`src/rtl/display_arbiter_pkg.sv`:
```
// Shared defaults and FSM encoding for the display arbiter.
package display_arbiter_pkg;

  localparam int NUM_W_DEF     = 32;
  localparam int N_REQ_DEF     = 4;
  localparam int DWELL_CYC_DEF = 50_000_000;
  localparam int IDX_W         = 2;

  typedef enum logic [1:0] {
    ST_IDLE  = 2'd0,
    ST_SHOW  = 2'd1,
    ST_FORCE = 2'd2
  } state_t;

endpackage

```
`src/rtl/display_rr_pick.sv`:
```
// Round-robin search: first requester strictly after last_i, wrapping,
// with last_i itself as the final candidate.
module display_rr_pick #(
  parameter int N_REQ = 4,
  parameter int IDX_W = 2
) (
  input  logic [N_REQ-1:0] req_i,
  input  logic [IDX_W-1:0] last_i,
  output logic             found_o,
  output logic [IDX_W-1:0] next_o
);

  // Walk from the farthest candidate down so the nearest one wins.
  always_comb begin
    found_o = 1'b0;
    next_o  = last_i;
    for (int k = N_REQ; k >= 1; k--) begin
      logic [IDX_W-1:0] idx;
      idx = IDX_W'((int'(last_i) + k) % N_REQ);
      if (req_i[idx]) begin
        found_o = 1'b1;
        next_o  = idx;
      end
    end
  end

endmodule

```
`src/rtl/display_arbiter.sv`:
```
// Rotates display ownership among requesters with a minimum dwell time,
// plus a manual override that pins one source.
//   state    | meaning
//   ST_IDLE  | no owner, waiting for any request
//   ST_SHOW  | owner granted, dwell counter running
//   ST_FORCE | override, force_sel shown regardless of req
module display_arbiter
  import display_arbiter_pkg::*;
#(
  parameter int NUM_W     = NUM_W_DEF,
  parameter int N_REQ     = N_REQ_DEF,
  parameter int DWELL_CYC = DWELL_CYC_DEF
) (
  input  logic                   clk,
  input  logic                   rst,
  input  logic [N_REQ-1:0]       req,
  input  logic [N_REQ*NUM_W-1:0] data,
  input  logic                   lock,
  input  logic                   force_en,
  input  logic [IDX_W-1:0]       force_sel,
  output logic [N_REQ-1:0]       grant,
  output logic [NUM_W-1:0]       num,
  output logic [IDX_W-1:0]       src,
  output logic                   valid
);

  localparam int CNT_W = (DWELL_CYC > 1) ? $clog2(DWELL_CYC) : 1;

  state_t             state_q, state_d;
  logic [N_REQ-1:0]   grant_q, grant_d;
  logic [NUM_W-1:0]   num_q, num_d;
  logic [IDX_W-1:0]   src_q, src_d;
  logic               valid_q, valid_d;
  logic [CNT_W-1:0]   cnt_q, cnt_d;

  logic [NUM_W-1:0]   data_arr [N_REQ];
  logic               pick_found;
  logic [IDX_W-1:0]   pick_idx;
  logic               do_arb;
  logic               dwell_done;

  for (genvar g = 0; g < N_REQ; g++) begin : g_unpack
    assign data_arr[g] = data[g*NUM_W +: NUM_W];
  end

  display_rr_pick #(
    .N_REQ (N_REQ),
    .IDX_W (IDX_W)
  ) u_pick (
    .req_i   (req),
    .last_i  (src_q),
    .found_o (pick_found),
    .next_o  (pick_idx)
  );

  function automatic logic [N_REQ-1:0] onehot(input logic [IDX_W-1:0] i);
    onehot    = '0;
    onehot[i] = 1'b1;
  endfunction

  assign dwell_done = (cnt_q == CNT_W'(DWELL_CYC - 1));

  always_comb begin
    state_d = state_q;
    grant_d = grant_q;
    num_d   = num_q;
    src_d   = src_q;
    valid_d = valid_q;
    cnt_d   = cnt_q;
    do_arb  = 1'b0;

    if (force_en) begin
      state_d = ST_FORCE;
      src_d   = force_sel;
      grant_d = onehot(force_sel);
      num_d   = data_arr[force_sel];
      valid_d = 1'b1;
      cnt_d   = '0;
    end else begin
      case (state_q)
        ST_SHOW: begin
          // Owner drop beats both lock and dwell expiry.
          if (!req[src_q] || (!lock && dwell_done)) begin
            do_arb = 1'b1;
          end else begin
            num_d = data_arr[src_q];
            if (!lock) cnt_d = cnt_q + CNT_W'(1);
          end
        end
        default: do_arb = 1'b1;
      endcase

      if (do_arb) begin
        cnt_d = '0;
        if (pick_found) begin
          state_d = ST_SHOW;
          src_d   = pick_idx;
          grant_d = onehot(pick_idx);
          num_d   = data_arr[pick_idx];
          valid_d = 1'b1;
        end else begin
          state_d = ST_IDLE;
          grant_d = '0;
          valid_d = 1'b0;
        end
      end
    end
  end

  always_ff @(posedge clk or posedge rst) begin
    if (rst) begin
      state_q <= ST_IDLE;
      grant_q <= '0;
      num_q   <= '0;
      src_q   <= IDX_W'(N_REQ - 1);
      valid_q <= 1'b0;
      cnt_q   <= '0;
    end else begin
      state_q <= state_d;
      grant_q <= grant_d;
      num_q   <= num_d;
      src_q   <= src_d;
      valid_q <= valid_d;
      cnt_q   <= cnt_d;
    end
  end

  assign grant = grant_q;
  assign num   = num_q;
  assign src   = src_q;
  assign valid = valid_q;

endmodule

```
`config.mk`:
```
export PLATFORM = sky130hd
export DESIGN_NAME = display_arbiter
export DESIGN_NICKNAME = d
export VERILOG_FILES = /design/src/rtl/display_arbiter_pkg.sv /design/src/rtl/display_rr_pick.sv /design/src/rtl/display_arbiter.sv
export SDC_FILE = /design/constraint.sdc
export NUM_CORES = 1
export LEC_CHECK = 0
export BUFFER_PORTS_ARGS = -buffer_cell sky130_fd_sc_hd__buf_2
export CAP_MARGIN = 20
export CORE_MARGIN = 4
export CORE_UTILIZATION = 48
export CTS_BUF_LIST = sky130_fd_sc_hd__clkbuf_16
export CTS_CLUSTER_SIZE = 24
export DETAILED_ROUTE_END_ITERATION = 12
export PLACE_DENSITY = 0.78
export SYNTH_ARGS = -nofsm -noshare
export SYNTH_HDL_FRONTEND = slang
export SYNTH_HIERARCHICAL = 1
export SYNTH_SLANG_ARGS = --single-unit
```
`constraint.sdc`:
```
create_clock -name clk -period 2.05 [get_ports clk]
set_input_delay 0.3075 -clock clk [delete_from_list [all_inputs] [get_ports clk]]
set_output_delay 0.3075 -clock clk [all_outputs]
set_load 0.02 [all_outputs]
```
; ---- Yosys cells after proc, flatten, opt, wreduce, memory -nomap -nowiden
; Cells that the tools add are included.
[classes]
n_addsub = 5
order_cmp = 12
eq_ne = 4
muxes = 56
n_bitwise = 3
reduce_logical = 11
[op_table]
columns = operator, count
row1 = $mux W32, 11
row2 = $bmux W32 S2, 3
row3 = $mux W26, 5
row4 = $add A26 B1 Y26 const B, 1
row5 = $eq A26 B26 Y1 const B, 1
row6 = $lt A2 B3 Y1 const B, 7
row7 = $mux W1, 18
row8 = $mux W2, 9
row9 = $mux W4, 3
row10 = $bmux W1 S2, 5
row11 = $ge A3 B3 Y1 const B, 3
row12 = $not A2 Y3, 3
row13 = $add A2 B1 Y2 const B, 2
row14 = $add A2 B2 Y2 const B, 2
row15 = $demux W1 S2, 2
row16 = $ge A2 B1 Y1 const B, 2
row17 = $reduce_bool A2 Y1, 2
row18 = $logic_and A1 B1 Y1, 3
row19 = $ne A3 B1 Y1 const B, 1
row20 = $ne A3 B2 Y1 const B, 1
row21 = $reduce_and A3 Y1, 1
row22 = $reduce_bool A3 Y1, 1
row23 = $eq A2 B1 Y1 const B, 1
row24 = $logic_not A1 Y1, 2
row25 = 2 further kinds, 2
[word_totals]
reg_bits = 67
in_bits = 138
output_inout_bits = 39
word_cells = 97

; ---- Longest topological paths before layout
[depth]
ltp_word = 14
depth_mapped = 9
mapped_depth_nobuf = 7

; ---- Cells and area by module
; Netlist, hierarchy kept.
[modules_own_cells]
columns = mod, n_inst, cells_per_inst, area_each_um2, seq_area_each_um2
row1 = display_arbiter, 1, 446, 5713.0, 1679.1
row2 = display_rr_pick, 1, 14, 82.6, 0.0

; ---- Least setup slack after synthesis
; OpenSTA, ideal clock, no wires.
[synth_path]
path_type = reg2reg
start = reg src_q[1], in the netlist src[1]
end = reg num_q[24], in the netlist num[24]
setup_ns = 0.124
arrival_ns = 2.220
required_time_ns = 1.926
setup_slack_ns = -0.294
stages_incl_launch_ff = 8
n_path_buf = 2
synth_period_minus_slack_ns = 2.344
path_cell_list = dfstp_2 nor2b_1 a221o_1 buf_2 buf_2 mux4_2 mux2i_1 a21oi_2
[synth_between]
elab_chain_cells = 14
elab_cells_between_ends = 40
cone_classes = add/sub: 4 / mux: 32 / bitwise: 2 / reduce/logical: 2
[synth_rtl]
columns = item, line
row1 = start: declaration, display_arbiter.sv:32  ; logic [IDX_W-1:0] src_q, src_d;
row2 = start signal: assignment, display_arbiter.sv:115  ; src_q <= IDX_W'(N_REQ - 1);
row3 = start signal: assignment, display_arbiter.sv:122  ; src_q <= src_d;
row4 = $add A2 B1 Y2, display_rr_pick.sv:19  ; idx = IDX_W'((int'(last_i) + k) % N_REQ);
row5 = $bmux W1 S2, display_rr_pick.sv:20  ; if (req_i[idx]) begin
row6 = $mux W1 (not written as such), display_rr_pick.sv:20
row7 = $mux W2 (3 in series), display_rr_pick.sv:20
row8 = $mux W2 (*), display_rr_pick.sv:20
row9 = named net pick_idx[0], display_arbiter.sv:38  ; logic [IDX_W-1:0] pick_idx;
row10 = $not A2 Y3 (not written as such) (*), display_arbiter.sv:99  ; num_d = data_arr[pick_idx];
row11 = $bmux W32 S2 (*), display_arbiter.sv:99
row12 = $mux W32 (not written as such) (*) (2 in series), display_arbiter.sv:99
row13 = $mux W32 (*), display_arbiter.sv:95  ; if (pick_found) begin
row14 = $mux W32 (*), display_arbiter.sv:93  ; if (do_arb) begin
row15 = $mux W32 (*), display_arbiter.sv:72  ; if (force_en) begin
row16 = named net num_d[24], display_arbiter.sv:31  ; logic [NUM_W-1:0] num_q, num_d;
row17 = end signal: assignment, display_arbiter.sv:121  ; num_q <= num_d;
row18 = end: declaration, display_arbiter.sv:31
; The timed path passes the listed nets; every way through them passes the cells marked *. The select of a mux whose other input is x is not followed.
; A chain may end at the register's enable or synchronous reset.

; ---- Worst setup path in the final report
[layout_path]
start = reg src_q[0], in the netlist src[0]
end = reg num_q[18], in the netlist num[18]
; The elaborated chain is that of the path after synthesis.

==> results.py <==
metrics = {
    "status": {
        "status": "finished, violations left",
        "violations": "setup timing",
    },
    "drt": {
        "routed_wl_um": 17300,
        "drt_iter0_markers": 355,
        "vias_per_cell": 6.58,
        "ant_nets": 0,
        "vias": 5133,
        "drc": 0,
        "dr.pass1.iters": 5,
        "routed_wire_length_per_instance_um": 22.1,
    },
    "global_route": {
        "antenna_found_initial": 2,
        "first_global_vias": 5474,
        "grt_overflow": 0,
        "track_usage_pct": 24.7,
        "grt_pass1_wl_um": 27400,
        "grt_max_degree": 43,
    },
    "sta": {
        "grt_setup_unrepaired": "true",
        "worstMarginPinSlew_ns": 0.413,
        "layout_setup_ws_ns": -0.201,
        "finalClockSkew_ns": 0.00466,
        "slew_violations": 0,
        "fin_crit_sh_pct": 110,
        "finalSetupTns_ns": -4.80,
        "setup_viol": 32,
        "relSlewSlack_pct": 72.4,
        "clock.fmax_ghz": 0.444,
        "holdWs_ns": 0.228,
        "hold_violations": 0,
        "period_needed_ns": 2.25,
    },
    "critical_path": {
        "worstSetupEndpointType": "flip-flop",
        "crit_family": "multiplexers",
        "crit_path_start": "src[0]",
        "crit_chain": "inv_1, o22ai_1, a221o_2, buf_12, mux4_2, mux2i_1, a21oi_1",
        "reg2reg_to": "num[18]",
        "worstRegToRegCells": 7,
        "worstSetupPathType": "flip-flop to flip-flop",
        "r2r_slack_ns": -0.20,
        "crit_cells": 7,
        "cp_num_buf_inv": 2,
        "cp-start-kind": "flip-flop",
        "cp.required_ns": 2.26,
        "crit_path_max_fanout": 14,
        "crit-reg2reg-launch": "src[0]",
        "endpoint": "num[18]",
        "critPathSlowestCell": "dfstp_2",
        "cpPeakStageDelay_ns": 0.59,
        "cp.arrival_ns": 2.46,
    },
    "synth": {
        "netlist_top_cells_count": "mux4_2, dfrtp_1, mux2i_1, nor2_1, o22ai_1",
        "netlist_area_um2": 5800,
        "synth_largest_area_cell": "mux4_2",
        "synth_cell_types": 44,
        "synth_edf_count": 0,
        "synth.top_cell.area_share_pct": 37.7,
        "yosysSeqAreaShare_pct": 29.0,
        "syn_area_per_cell_um2": 12.6,
        "synthFlopType": "dfrtp_1",
        "synth-seq-cells": 67,
        "synth_cells": 460,
        "yosysMostFrequentCell": "mux4_2",
        "async_flop_share_pct": 100,
        "ys_warn_count": 6,
        "synth.top_cells.by_area": "mux4_2, dfrtp_1, mux2i_1",
        "syn_nets": 599,
    },
    "die": {
        "die-area_um2": 13900,
        "fp.dieH_um": 118,
        "row_count": 39,
        "pin_count": 177,
        "core_area_um2": 11600,
        "initial_core_util_pct": 49.9,
        "die_w_um": 118,
    },
    "min_path": {
        "hold_path_class": "input pin to flip-flop",
    },
    "flow_run": {
        "drv_cap": 0,
    },
    "place": {
        "hpwl_um": 12500,
        "gp_congestion": 0.903,
        "numPortBuffers": 176,
    },
    "pwr": {
        "peakVddDrop_mv": 0.363,
        "total_power_mw": 5.25,
        "p_per_area_nw_per_um2": 712,
        "p_leak_nw": 3.26,
    },
    "layout": {
        "drive_gt1_share_pct": 54.8,
        "final_nets": 769,
        "final_core_util_pct": 63.5,
        "syn_to_final_growth_pct": 27.3,
    },
    "clock_tree": {
        "cts.clk_slew.worst_paths_ns": 0.06,
        "h-tree-depth": 3,
        "cts-root-buf": "clkbuf_16",
        "numCtsBuffers": 9,
        "tritoncts": "yes",
        "clock-sinks": 67,
        "clockBufferDepth": 2,
        "clkLatencyLatePin_ns": 0.33,
    },
}
## stage by stage
stage	instance area (um2)	setup slack, ns	cells
6_report	7380	-0.201	780
5_1_grt	7380	-0.307	780
4_1_cts	7310	-0.189	774
3_5_place_dp	6960	-0.208	755
3_3_place_gp	6960	-0.120	755
2_1_floorplan	5840	-0.148	460
## how the worst min path moves through the flow
stage,start,endpoint,depth (start not counted)
2_1_floorplan,force_en,state_q[1],1
3_3_place_gp,rst,cnt_q[0],2
3_5_place_dp,rst,cnt_q[0],2
4_1_cts,force_en,state_q[1],1
5_1_grt,force_en,state_q[1],1
6_report,force_en,state_q[1],1
## worst register-to-register path: stages, from the launching register on
cell and delay, ns:
dfstp_2 0.59, inv_1 0.09, o22ai_1 0.15, a221o_2 0.30, buf_12 0.20, mux4_2 0.52, mux2i_1 0.17, a21oi_1 0.10
## final cells by class
cell class,instances,area (um2)
fillers,864,4240
diodes,2,5.00
multi-input cells,333,3860
inverters,10,37.5
clock inverters,7,93.8
well taps,143,179
flip-flops and latches,67,1680
repair buffers,209,1300
clock buffers,9,225
## sequential cells by signal, indices dropped and copies added, names as in the netlist
register	cells
src	2
cnt_q	26
state_q	2
num	32
grant	4
valid	1
## timing repair
action                                 CTS  global route
resized for setup                        2             8
endpoints found under the hold margin    7             0
setup endpoints to repair               32            65
hold buffers                             1             0
gates cloned                             0             0
setup buffers                            2             4
pin swaps                                0             4
## cell families (layout without fill, tap and decap cells)
| group | after synthesis | count (layout) | synth area share [%] |
|---|---|---|---|
| other | 0 | 2 | 0 |
| adder cells (fa/ha/maj) | 1 | 1 | 0.216 |
| flip-flops | 67 | 67 | 29.0 |
| buffers and inverters | 60 | 235 | 5.48 |
| AO/OA/AOI/OAI | 86 | 86 | 9.50 |
| XOR/XNOR | 25 | 25 | 3.78 |
| multiplexers | 132 | 132 | 43.7 |
| AND/OR/NAND/NOR | 89 | 89 | 8.31 |
## power by group
part	switching (mW)	total, mW	internal (mW)
registers	0.0948	1.56	1.47
logic	0.997	2.05	1.05
clock network	0.585	1.65	1.06
## placed cells by master (no fill, tap or decap), types with 3 or more instances in the layout
cell type,Yosys,layout
buf_2,19,176
mux4_2,97,97
dfrtp_1,65,65
o22ai_1,33,33
nor2_1,33,32
mux2i_1,35,30
a21oi_1,28,27
xor2_1,21,21
buf_4,2,17
nand3_1,14,13
buf_12,0,13
inv_1,10,10
a21oi_2,9,9
clkbuf_16,0,9
nand4_1,8,8
and3_1,7,7
nand2_1,5,5
mux2i_2,0,5
and4_1,4,4
xnor2_1,4,4
nor2b_1,3,3
a31oi_1,4,3
and2_1,3,3
## layer usage
layer / track usage [%] / wire length [um] / vias to the layer above
li1: - / - / 2206
met1: 28.3 / 6060 / 2577
met2: 44.6 / 9200 / 306
met3: 3.94 / 1410 / 44
met4: 12.2 / 600 / 0
met5: 0 / 0 / -
No activity file was read; power rests on OpenSTA's default activity.
